<file path="src/rtl/uf_somador_cdb.sv">
// uf_somador_cdb: integer functional unit (ADD/SUB/SLT/AND) for a Tomasulo core.
// It accepts one operation from the operand selector and executes it for LATENCY
// cycles. It then requests the CDB and, once granted, broadcasts the tag and
// result for one cycle while pulsing Done.
//
// Ports:
//   Clock, Reset     - rising-edge clock, asynchronous active-high reset
//   Ready_to_uf      - operands A/B/Op/Tag_in valid
//   A, B [15:0]      - operands
//   Op [1:0]         - 00 ADD, 01 SUB (A-B), 10 SLT signed, 11 AND
//   Tag_in [2:0]     - issuing reservation-station tag
//   CDB_grant        - CDB arbiter grant
//   Busy_uf          - unit occupied (low only when idle)
//   CDB_req          - CDB request (high while waiting for grant)
//   Qi_CDB [2:0]     - broadcast tag (Qi_sem_tag when idle)
//   Qi_CDB_data      - broadcast result (Qi_CDB_data_sem_valor when idle)
//   Done             - one-cycle pulse during broadcast
//   Overflow         - only with UF_OVERFLOW_FLAG_EN: signed ADD/SUB overflow,
//                      valid during broadcast
module uf_somador_cdb #(
  parameter int unsigned LATENCY               = 2,
  parameter logic [15:0] Qi_CDB_data_sem_valor = 16'b1111_1111_1111_0000,
  parameter logic [2:0]  Qi_sem_tag            = 3'b000
) (
  input  logic        Clock,
  input  logic        Reset,
  input  logic        Ready_to_uf,
  input  logic [15:0] A,
  input  logic [15:0] B,
  input  logic [1:0]  Op,
  input  logic [2:0]  Tag_in,
  input  logic        CDB_grant,
  output logic        Busy_uf,
  output logic        CDB_req,
  output logic [2:0]  Qi_CDB,
  output logic [15:0] Qi_CDB_data,
  output logic        Done
`ifdef UF_OVERFLOW_FLAG_EN
  ,
  output logic        Overflow
`endif
);

  typedef enum logic [1:0] {
    IDLE      = 2'd0,
    EXEC      = 2'd1,
    WAIT_CDB  = 2'd2,
    BROADCAST = 2'd3
  } state_t;

  // Counter starts at LATENCY-1 and EXEC ends on the cycle it reads zero,
  // giving exactly LATENCY cycles in EXEC.
  localparam logic [2:0] CNT_INIT = 3'(LATENCY - 1);

  state_t      state_q, state_d;
  logic [2:0]  cnt_q, cnt_d;
  logic [15:0] a_q, a_d;
  logic [15:0] b_q, b_d;
  logic [1:0]  op_q, op_d;
  logic [2:0]  tag_q, tag_d;

  logic [15:0] result;
  logic [15:0] sum;
  logic [15:0] diff;
  logic        ovf;

  always_ff @(posedge Clock or posedge Reset) begin
    if (Reset) begin
      state_q <= IDLE;
      cnt_q   <= '0;
      a_q     <= '0;
      b_q     <= '0;
      op_q    <= '0;
      tag_q   <= Qi_sem_tag;
    end else begin
      state_q <= state_d;
      cnt_q   <= cnt_d;
      a_q     <= a_d;
      b_q     <= b_d;
      op_q    <= op_d;
      tag_q   <= tag_d;
    end
  end

  always_comb begin
    state_d = state_q;
    cnt_d   = cnt_q;
    a_d     = a_q;
    b_d     = b_q;
    op_d    = op_q;
    tag_d   = tag_q;
    unique case (state_q)
      IDLE: begin
        if (Ready_to_uf && (Tag_in != Qi_sem_tag)) begin
          state_d = EXEC;
          cnt_d   = CNT_INIT;
          a_d     = A;
          b_d     = B;
          op_d    = Op;
          tag_d   = Tag_in;
        end
      end
      EXEC: begin
        if (cnt_q == '0) state_d = WAIT_CDB;
        else             cnt_d   = cnt_q - 3'd1;
      end
      WAIT_CDB: begin
        if (CDB_grant) state_d = BROADCAST;
      end
      BROADCAST: state_d = IDLE;
      default:   state_d = IDLE;
    endcase
  end

  always_comb begin
    sum  = a_q + b_q;
    diff = a_q - b_q;
    result = '0;
    ovf    = 1'b0;
    unique case (op_q)
      2'b00: begin
        result = sum;
        ovf    = (a_q[15] == b_q[15]) && (sum[15] != a_q[15]);
      end
      2'b01: begin
        result = diff;
        ovf    = (a_q[15] != b_q[15]) && (diff[15] != a_q[15]);
      end
      2'b10: result = {15'b0, ($signed(a_q) < $signed(b_q))};
      2'b11: result = a_q & b_q;
      default: result = '0;
    endcase
  end

  always_comb begin
    Busy_uf     = (state_q != IDLE);
    CDB_req     = (state_q == WAIT_CDB);
    Done        = 1'b0;
    Qi_CDB      = Qi_sem_tag;
    Qi_CDB_data = Qi_CDB_data_sem_valor;
    if (state_q == BROADCAST) begin
      Done        = 1'b1;
      Qi_CDB      = tag_q;
      Qi_CDB_data = result;
    end
  end

`ifdef UF_OVERFLOW_FLAG_EN
  assign Overflow = (state_q == BROADCAST) && ovf;
`else
  logic unused_ovf;
  assign unused_ovf = ovf;
`endif

endmodule

</file>
<file path="config.mk">
export PLATFORM = sky130hd
export DESIGN_NAME = uf_somador_cdb
export DESIGN_NICKNAME = d
export VERILOG_FILES = /design/src/rtl/uf_somador_cdb.sv
export SDC_FILE = /design/constraint.sdc
export NUM_CORES = 1
export LEC_CHECK = 0
export BUFFER_PORTS_ARGS = -buffer_cell sky130_fd_sc_hd__buf_4
export CORE_MARGIN = 5
export CORE_UTILIZATION = 50
export CTS_CLUSTER_SIZE = 28
export DETAILED_ROUTE_END_ITERATION = 8
export PLACE_DENSITY = 0.78
export SETUP_SLACK_MARGIN = 0.15
export SLEW_MARGIN = 20
export SYNTH_ARGS = -nofsm -noshare
export SYNTH_HDL_FRONTEND = slang
export SYNTH_SLANG_ARGS = --single-unit
export TNS_END_PERCENT = 20
</file>
<file path="constraint.sdc">
create_clock -name Clock -period 2.4 [get_ports Clock]
set_input_delay 0.36 -clock Clock [delete_from_list [all_inputs] [get_ports Clock]]
set_output_delay 0.36 -clock Clock [all_outputs]
set_load 0.005 [all_outputs]
</file>
* Word-level counts from Yosys, hierarchy flattened
Index checks and enable logic that the tools add are counted.
** Operators by class
- $add $sub $neg :: 3
- $lt $le $gt $ge :: 1
- Reductions and logical operators :: 10
- Bitwise gates (word level) :: 1
- Equal/unequal tests :: 10
- Muxes and demuxes :: 11
** Operators with widths (count)
- $pmux W16 S4 :: 1
- $add A16 B16 Y16 :: 1
- $and A16 B16 Y16 :: 1
- $lt A16 B16 Y1 :: 1
- $mux W16 :: 1
- $sub A16 B16 Y16 :: 1
- $mux W3 :: 3
- $eq A2 B2 Y1 const B :: 4
- $ne A2 B2 Y1 const B :: 4
- $pmux W2 S4 :: 1
- $mux W2 :: 3
- $pmux W3 S2 :: 1
- $reduce_and A3 Y1 :: 2
- $eq A2 B1 Y1 const B :: 2
- $logic_not A2 Y1 :: 2
- $reduce_bool A2 Y1 :: 2
- $logic_not A3 Y1 :: 1
- $reduce_bool A3 Y1 :: 1
- $sub A3 B1 Y3 const B :: 1
- $reduce_and A2 Y1 :: 1
- $logic_and A1 B1 Y1 :: 1
- $mux W1 :: 1
** Storage, ports and cells
- Bits in registers :: 42
- Bits of input ports :: 41

* Longest topological paths before layout
Gate-level depths: netlist of run 1.
- Depth after elaboration :: 4
- Mapped depth :: 11
- Gate-level depth less buffers :: 11

* Worst setup path before layout of run 1
No wires, ideal clock.
- Path type :: register to output
- Start :: register a_q[0]
- End :: output port Qi_CDB_data[12]
- Data required time :: 2040 ps
- Stages on the path, launching flop included :: 12
- Setup slack :: -199 ps
- Arrival time :: 2239 ps
- Cells stage by stage :: dfrtp_1 inv_1 ha_1 inv_1 fa_1 a21oi_2 o2111ai_2 a311o_1 a21oi_1 xnor2_1 nor2_1 o311ai_1
** Between the ends
- Word-level cells in the longest chain between the ends :: 3
- Elaborated cells between the ends (all ways) :: 4
- Classes of those cells :: 2 x add/sub; 2 x mux
** RTL lines
- from (decl) :: line 57 : logic [15:0] a_q, a_d;
- from (signal assigned) :: line 71 : a_q <= '0;
- from (signal assigned) :: line 78 : a_q <= a_d;
- $sub A16 B16 Y16 / $add A16 B16 Y16 (equally long branches) :: line 117, 116
- $pmux W16 S4 * :: line 120 : unique case (op_q)
- $mux W16 * :: line 141 : if (state_q == BROADCAST) begin
- to (decl) :: line 36 : output logic [15:0] Qi_CDB_data,
Mark *: on every way between the ends. The rest lies on a longest branch, timed or not.

* Worst setup path in the final report of run 1
Ends and elaborated chain as after synthesis.

==> results of run 1 <==
[worst paths after layout]
| kind | start | endpoint | slack, ns |
|---|---|---|---|
| setup / recovery | a_q[0] | Qi_CDB_data[12] | -0.73 |
| hold / removal | Reset | b_q[1] | 0.21 |
| setup reg to reg | state_q[0] | a_q[10] | 0.71 |
| hold reg to reg | tag_q[0] | tag_q[0] | 0.51 |
| max in group asynchronous | Reset | b_q[10] | 1.80 |
| min in group Clock | B[4] | b_q[4] | 0.28 |
[flip-flops by register name, summed over array words and instances (netlist names)]
signal and count:
a_q 16, state_q 2, b_q 16, cnt_q 3, tag_q 3, op_q 2
[metrics by stage]
stage                     worst slack [ns]  setup TNS [ns]  hold WS, ns  cells  instance area [µm²]
after CTS                           -0.719           -6.53        0.223    618                 4800
after global routing                -0.821           -8.84        0.262    619                 4840
final                               -0.731           -7.19        0.205    619                 4840
after detailed placement            -0.473           -2.68        0.495    607                 4620
after global placement              -0.412           -2.36        0.483    607                 4620
after floorplan                     -0.149          -0.350        0.471    409                 3690
[timing repair]
item                                    CTS  global route
gates resized for setup                  14             8
buffers inserted                          3             1
pin swaps                                11             1
endpoints found under the setup margin   16            16
[cells in the mapped netlist (all sizes together) (3+ instances only)]
cell type | number | area [µm²]
mux2 | 37 | 417
o21ai | 27 | 146
xnor2 | 9 | 78.8
nand2 | 16 | 60.1
dfrtp | 42 | 1050
ha | 39 | 488
nand3 | 5 | 30.0
o211ai | 4 | 30.0
inv | 40 | 150
nor2b | 5 | 31.3
nor4 | 4 | 25.0
a31oi | 15 | 93.8
o311ai | 4 | 35.0
clkbuf | 6 | 22.5
xor2 | 4 | 35.0
a311oi | 3 | 26.3
and2 | 3 | 18.8
buf | 13 | 72.6
a211oi | 5 | 42.5
a21oi | 28 | 144
a221oi | 5 | 56.3
o31ai | 3 | 22.5
nor3 | 5 | 25.0
nand2b | 7 | 51.3
nor2 | 38 | 143
or3 | 4 | 25.0
[layout make-up]
class	count	area [µm²]	share of cell area [%]
clock inverter	2	37.5	0.775
timing repair buffer	122	928	19.2
sequential	42	1050	21.7
tap	99	124	2.56
inverter	40	150	3.10
multi-input combinational	308	2480	51.2
clock buffer	6	72.6	1.50
[cell families after synthesis]
kind of cell	count (synthesis)
mux	39
simple gates	97
fa+ha+maj	41
xor+xnor	13
compound gates	118
buf+inv	59
flops	42
[layer usage]
layer | vias up | wire, µm | GRT usage [%]
met5 | - | 0 | 0
met4 | 0 | 280 | 7.94
met3 | 35 | 946 | 5.08
met2 | 184 | 4880 | 38.1
met1 | 1686 | 4130 | 29.2
li1 | 1690 | - | -
[worst max-delay path, stage by stage (launching register included)]
cell	delay, ns
sky130_fd_sc_hd__dfrtp_1	0.39
sky130_fd_sc_hd__inv_1	0.06
sky130_fd_sc_hd__ha_1	0.16
sky130_fd_sc_hd__inv_1	0.06
sky130_fd_sc_hd__fa_2	0.38
sky130_fd_sc_hd__a21oi_4	0.17
sky130_fd_sc_hd__o2111ai_2	0.16
sky130_fd_sc_hd__a311o_1	0.31
sky130_fd_sc_hd__a21oi_2	0.14
sky130_fd_sc_hd__xnor2_1	0.13
sky130_fd_sc_hd__nor2_1	0.06
sky130_fd_sc_hd__o311ai_1	0.29
sky130_fd_sc_hd__buf_4	0.17
==> impl_metrics.yaml, run 1 <==
synth:
  post_synth_mux_area_share_pct: 11.9
  synth_top_family_by_area: "compound AO/OA/AOI/OAI gates"
  synth-main-ff-cell: "sky130_fd_sc_hd__dfrtp_1"
  postSynthNetCount: 491
  synth-simple-area-share_pct: 13.2
  post_synth.cell_area_avg_um2: 9.00
  netlist_area_before_placement_um2: 3680
  synth-async-reset-ratio_pct: 100
  synth_compound_area_share_pct: 22.3
  share_of_the_yosys_chip_area_belonging_to_registers_pct: 28.6
  ys_types: 68
  yosysWarnings: 0
  synth_edf_count: 0
  ys_seq_elements: 42
  synth_fa_ha_area_share_pct: 14.3
  xor_and_xnor_fraction_of_the_mapped_netlist_area_pct: 3.09
  synth_cells: 409
sta:
  tightestPinTransition_ns: 0.565
  finClkSkew_ns: 0.00846
  timing.final.crit_share_pct: 130
  relSlewSlack_pct: 62.4
  period_minus_slack_ns: 3.13
  report.final.setup_viol: 15
  postLayoutSetupSlackWorst_ns: -0.731
  grt_setup_unrepaired: "true"
  report.final.hold_viol_count: 0
  max_clock_freq_ghz: 0.319
  slew_violations: 0
cts:
  numCtsBuffers: 5
  clkSinkCount: 42
  clk_root_buf: "sky130_fd_sc_hd__clkbuf_8"
  tritoncts_clock_tree: "yes"
  htree_levels: 2
  cts_hold_repair.buffers: 0
  clk-insertion-delay-late_ns: 0.30
  cts_buffer_depth: 2
  cts.clk_slew.worst_paths_ns: 0.09
run_status:
  failed_checks: "negative setup slack"
  run_status: "finished with violations"
die:
  die_w_um: 95.8
  initial_core_util_pct: 51.0
  placeableCoreArea_um2: 7210
  die_area_um2: 9170
  die_h_um: 95.8
  std_cell_rows: 31
  design.portCount: 63
route:
  post_drt_wl_per_cell_um: 16.5
  finalWirelength_mm: 10.2
  drt_first_pass_iters: 6
  drtAntennaViolNets: 0
  post_drt_via_cell_ratio: 5.81
  drt_iter0_markers: 390
  post-route-drc-count: 0
  vias: 3595
critical_path:
  crit_path_start_kind: "register"
  critical_path.max_fanout: 2
  critical_path.endpoint_type: "output pin"
  arrival_time_at_the_worst_endpoint_ns: 2.77
  setup.worst_path.class: "reg -> out"
  ff2ff_path_depth: 5
  crit_required_ns: 2.04
global_route:
  antenna_violations_before_repair: 0
  gr-usage-all-layers_pct: 22.9
  grt_max_degree: 43
  first_global_vias: 3606
  globalRouteOverflowTotal: 0
  grt_first_pass_wirelength_mm: 16.8
placement:
  buffer_ports.inserted: 62
  hpwlAfterDp_mm: 7.52
  place.gp.congestion: 0.949
finish:
  number_of_inserted_filler_cells_in_the_final_layout: 585
  drive_gt1_share_pct: 37.1
  layout-area-overhead-vs-synth_pct: 31.6
  number_of_nets_in_the_layout: 601
  postLayoutCoreUtil_pct: 67.1
  num_antenna_cells: 0
  mostFrequentLayoutCell: "sky130_fd_sc_hd__buf_4"
  layout_common_cells: "sky130_fd_sc_hd__buf_4, sky130_fd_sc_hd__dfrtp_1, sky130_fd_sc_hd__inv_1"
min_path:
  min-delay-path-class: "in -> async"
job:
  maxCapViolations: 0
Power of run 1 is not shown: default switching activity piles up to over one toggle a cycle in this logic, so the estimate is an artifact.
==> inputs of run 2 (changes only) <==
--- a/config.mk
+++ b/config.mk
@@ -10,8 +10,7 @@
 export CORE_UTILIZATION = 50
 export CTS_CLUSTER_SIZE = 28
 export DETAILED_ROUTE_END_ITERATION = 8
-export PLACE_DENSITY = 0.78
-export SETUP_SLACK_MARGIN = 0.15
+export PLACE_DENSITY = 0.74
 export SLEW_MARGIN = 20
 export SYNTH_ARGS = -nofsm -noshare
 export SYNTH_HDL_FRONTEND = slang
==> impl_metrics.yaml, run 2 (synthesis gave the netlist of run 1 again) <==
finish:
  num_antenna_cells: 0
  drive_gt1_share_pct: 39.0
  number_of_nets_in_the_layout: 609
  layout_common_cells: "sky130_fd_sc_hd__buf_4, sky130_fd_sc_hd__dfrtp_1, sky130_fd_sc_hd__inv_1, sky130_fd_sc_hd__nor2_1, sky130_fd_sc_hd__mux2_2"
  mostFrequentLayoutCell: "sky130_fd_sc_hd__buf_4"
  largest_registers: "a_q x16, b_q x16"
  layout-area-overhead-vs-synth_pct: 34.9
  stdcell_area_um2: 4960
cts:
  clk-insertion-delay-late_ns: 0.30
  numCtsBuffers: 5
  tritoncts_clock_tree: "yes"
  htree_levels: 2
  clkSinkCount: 42
  cts_buffer_depth: 2
  cts.clk_slew.worst_paths_ns: 0.10
  clk_root_buf: "sky130_fd_sc_hd__clkbuf_8"
  cts_hold_repair.buffers: 0
sta:
  report.final.hold_viol_count: 0
  tightestPinTransition_ns: 0.550
  timing.final.crit_share_pct: 130
  max_clock_freq_ghz: 0.321
  postLayoutSetupSlackWorst_ns: -0.716
  period_minus_slack_ns: 3.12
  report.final.setup_viol: 15
  slew_violations: 0
  relSlewSlack_pct: 63.4
  grt_setup_unrepaired: "true"
  finClkSkew_ns: 0.00977
global_route:
  globalRouteOverflowTotal: 0
  first_global_vias: 3659
  grt_max_degree: 43
  antenna_violations_before_repair: 0
  grt_first_pass_wirelength_mm: 17.4
  gr-usage-all-layers_pct: 24.1
route:
  drtAntennaViolNets: 0
  vias: 3547
  drt_iter0_markers: 171
  post-route-drc-count: 0
  drt_first_pass_iters: 5
  post_drt_via_cell_ratio: 5.66
  finalWirelength_mm: 10.4
  post_drt_wl_per_cell_um: 16.6
critical_path:
  ff2ff_path_depth: 5
  reg2reg_from: "state_q[0]"
  critical_path.max_fanout: 3
  reg2reg_to: "a_q[8]"
  arrival_time_at_the_worst_endpoint_ns: 2.76
  setup.worst_path.class: "reg -> out"
  reg2reg_slack_ns: 0.74
  crit_path_start_kind: "register"
  crit_required_ns: 2.04
  critical_path.endpoint_type: "output pin"
job:
  maxCapViolations: 0
placement:
  buffer_ports.inserted: 62
  placedInstanceArea_um2: 4670
  place.gp.congestion: 0.953
  hpwlAfterDp_mm: 7.87
min_path:
  min-delay-path-class: "in -> async"
die:
  placeableCoreArea_um2: 7210
  design.portCount: 63
  die_h_um: 95.8
  die_area_um2: 9170
  std_cell_rows: 31
  die_w_um: 95.8
  initial_core_util_pct: 51.0
run_status:
  run_status: "finished with violations"
  failed_checks: "negative setup slack"
==> run 2: cell type report <==
cell class | count | area, µm²
clock inverter | 3 | 68.8
inverter | 40 | 150
sequential | 42 | 1050
clock buffer | 5 | 68.8
multi-input combinational | 308 | 2510
fill | 630 | 2250
tap | 99 | 124
timing repair buffer | 130 | 988
==> run 2: worst max path at each step <==
stage | endpoint | slack (ns) | startpoint
CTS | Qi_CDB_data[12] | -0.72 | a_q[0]
floorplan | Qi_CDB_data[12] | -0.15 | a_q[0]
global placement | Qi_CDB_data[12] | -0.40 | a_q[0]
global route | Qi_CDB_data[12] | -0.90 | a_q[0]
detailed placement | Qi_CDB_data[12] | -0.48 | a_q[0]
finish | Qi_CDB_data[12] | -0.72 | a_q[0]
==> run 2: routing by layer <==
metal | part of all wire [%] | GRT usage [%]
met5 | 0 | 0
met4 | 1.3 | 5.81
met3 | 6.2 | 5.00
met2 | 49 | 40.4
met1 | 44 | 31.7
==> run 2: metrics by stage <==
stage	TNS, ns	utilization (%)	setup WS [ns]	instances	hold WS (ns)
2_1_floorplan	-0.350	-	-0.149	409	0.471
3_3_place_gp	-2.51	64.7	-0.405	614	0.482
3_5_place_dp	-2.90	64.7	-0.482	614	0.486
4_1_cts	-6.69	68.2	-0.718	626	0.206
5_1_grt	-9.13	68.8	-0.898	627	0.263
6_report	-7.16	68.8	-0.716	627	0.191
==> run 2: critical path, stage by stage (launching register included) <==
cell                        delay (ns)
sky130_fd_sc_hd__dfrtp_1          0.39
sky130_fd_sc_hd__inv_1            0.06
sky130_fd_sc_hd__ha_2             0.18
sky130_fd_sc_hd__inv_2            0.04
sky130_fd_sc_hd__fa_2             0.36
sky130_fd_sc_hd__a21oi_4          0.19
sky130_fd_sc_hd__o2111ai_4        0.16
sky130_fd_sc_hd__a311o_1          0.31
sky130_fd_sc_hd__a21oi_2          0.14
sky130_fd_sc_hd__xnor2_1          0.13
sky130_fd_sc_hd__nor2_1           0.05
sky130_fd_sc_hd__o311ai_1         0.27
sky130_fd_sc_hd__buf_4            0.17
==> run 2: repair_timing <==
item | 4_1_cts | 5_1_grt
cloned | 0 | 0
endpoints found under the hold margin | 0 | 0
buffers inserted | 4 | 1
gates resized for setup | 19 | 9
pin swaps | 15 | 3
setup endpoints to repair | 15 | 16
Power of run 2 is left out for the same reason.
==> inputs of run 3 (changes only) <==
==> constraint.sdc (replaced) <==
create_clock -name Clock -period 2.4 [get_ports Clock]
set_input_delay 0.24 -clock Clock [delete_from_list [all_inputs] [get_ports Clock]]
set_output_delay 0.24 -clock Clock [all_outputs]
set_load 0.005 [all_outputs]
==> impl_metrics.yaml, run 3 (synthesis gave the netlist of run 1 again) <==
run_status:
  run_status: "finished with violations"
  failed_checks: "negative setup slack"
cts:
  cts.clk_slew.worst_paths_ns: 0.10
  cts_hold_repair.buffers: 0
  cts_buffer_depth: 2
  clk-insertion-delay-late_ns: 0.31
  htree_levels: 2
  clkSinkCount: 42
  tritoncts_clock_tree: "yes"
  clk_root_buf: "sky130_fd_sc_hd__clkbuf_8"
  numCtsBuffers: 5
sta:
  grt_setup_unrepaired: "true"
  report.final.setup_viol: 14
  tightestPinTransition_ns: 0.562
  max_clock_freq_ghz: 0.331
  period_minus_slack_ns: 3.02
  postLayoutSetupSlackWorst_ns: -0.622
  timing.setup.tns_ns: -5.82
  relSlewSlack_pct: 62.5
  timing.final.crit_share_pct: 126
  finClkSkew_ns: 0.00945
  report.final.hold_viol_count: 0
  slew_violations: 0
global_route:
  first_global_vias: 3557
  grt_max_degree: 43
  grt_busiest_layer: "met2"
  antenna_violations_before_repair: 0
  met1_usage_pct: 32.4
  use_met2_pct: 38.5
  grt_first_pass_wirelength_mm: 17.1
  gr-usage-all-layers_pct: 23.7
  groute.layer.met3.usage_pct: 3.75
  globalRouteOverflowTotal: 0
critical_path:
  reg2reg_slack_ns: 0.61
  critical_path.endpoint_type: "output pin"
  reg2reg_to: "a_q[11]"
  critical_path.max_fanout: 2
  setup.worst_path.class: "reg -> out"
  critical-path-max-stage-delay_ns: 0.39
  crit_chain: "inv_1, ha_2, inv_2, fa_2, a21oi_4, o2111ai_4, a311o_1, a21oi_2, xnor2_1, nor2_1, o311ai_1, buf_4"
  cp_top_family: "compound AO/OA/AOI/OAI gates"
  ff2ff_path_depth: 5
  crit_required_ns: 2.16
  arrival_time_at_the_worst_endpoint_ns: 2.78
  critPathSlowestCell: "sky130_fd_sc_hd__dfrtp_1"
  reg2reg_from: "state_q[0]"
  worst-path-buf-inv: 3
  crit_path_start_kind: "register"
route:
  finalWirelength_mm: 10.3
  post_drt_via_cell_ratio: 5.68
  drtAntennaViolNets: 0
  post_drt_wl_per_cell_um: 16.8
  vias: 3494
  post-route-drc-count: 0
  drt_first_pass_iters: 5
  drt_iter0_markers: 345
placement:
  place.gp.congestion: 0.941
  buffer_ports.inserted: 62
  hpwlAfterDp_mm: 7.71
finish:
  layout-area-overhead-vs-synth_pct: 32.1
  drive_gt1_share_pct: 39.0
  number_of_inserted_filler_cells_in_the_final_layout: 623
  layout_common_cells: "sky130_fd_sc_hd__buf_4, sky130_fd_sc_hd__dfrtp_1, sky130_fd_sc_hd__inv_1"
  area.sequential_um2: 1050
  largest_registers: "a_q x16, b_q x16"
  mostFrequentLayoutCell: "sky130_fd_sc_hd__buf_4"
  number_of_nets_in_the_layout: 597
  multi_input_area_um2: 2530
  num_antenna_cells: 0
die:
  placeableCoreArea_um2: 7210
  die_h_um: 95.8
  std_cell_rows: 31
  initial_core_util_pct: 51.0
  die_area_um2: 9170
  design.portCount: 63
  die_w_um: 95.8
job:
  maxCapViolations: 0
min_path:
  min-delay-path-class: "in -> async"
-- run 3: tightest hold or removal path, stage by stage --
cell                    delay, ns
sky130_fd_sc_hd__buf_4       0.11
sky130_fd_sc_hd__inv_1       0.04
sky130_fd_sc_hd__buf_4       0.46
-- run 3: worst max path at each step --
stage | from | to | slack (ns) | cells after the start
6_report | a_q[0] | Qi_CDB_data[12] | -0.62 | 12
4_1_cts | a_q[0] | Qi_CDB_data[12] | -0.56 | 12
5_1_grt | b_q[0] | Qi_CDB_data[12] | -0.80 | 11
3_5_place_dp | a_q[0] | Qi_CDB_data[12] | -0.32 | 12
3_3_place_gp | a_q[0] | Qi_CDB_data[12] | -0.27 | 12
2_1_floorplan | a_q[0] | Qi_CDB_data[12] | -0.03 | 11
-- run 3: cell type report --
type	count	area share, %
Multi-Input combinational cell	308	52.0
Inverter	40	3.09
Tap cell	99	2.55
Timing Repair Buffer	118	18.4
Sequential cell	42	21.7
Clock inverter	3	0.927
Clock buffer	5	1.42
-- run 3: metal layers --
layer	routed length, µm	part of all wire (%)	vias to the layer above
li1	-	-	1681
met1	4620	45	1681
met2	4900	47	120
met3	675	6.5	12
met4	140	1.4	0
met5	0	0	-
-- run 3: per-stage QoR --
step                util (%)  area (µm²)  hold slack [ns]  instances  setup slack [ns]
finish                  67.4        4860           0.0735        615            -0.622
detailed placement      63.4        4570            0.436        603            -0.325
floorplan                  -        3690            0.391        409           -0.0292
global route            67.4        4860            0.121        615            -0.798
global placement        63.4        4570            0.415        603            -0.274
CTS                     66.3        4780            0.101        613            -0.562
-- run 3: timing repair --
item,CTS,global route
pin swaps,11,2
endpoints found under the setup margin,15,15
setup buffers,2,2
endpoints found under the hold margin,0,0
gates resized for setup,19,15
Power of run 3 is left out for the same reason.
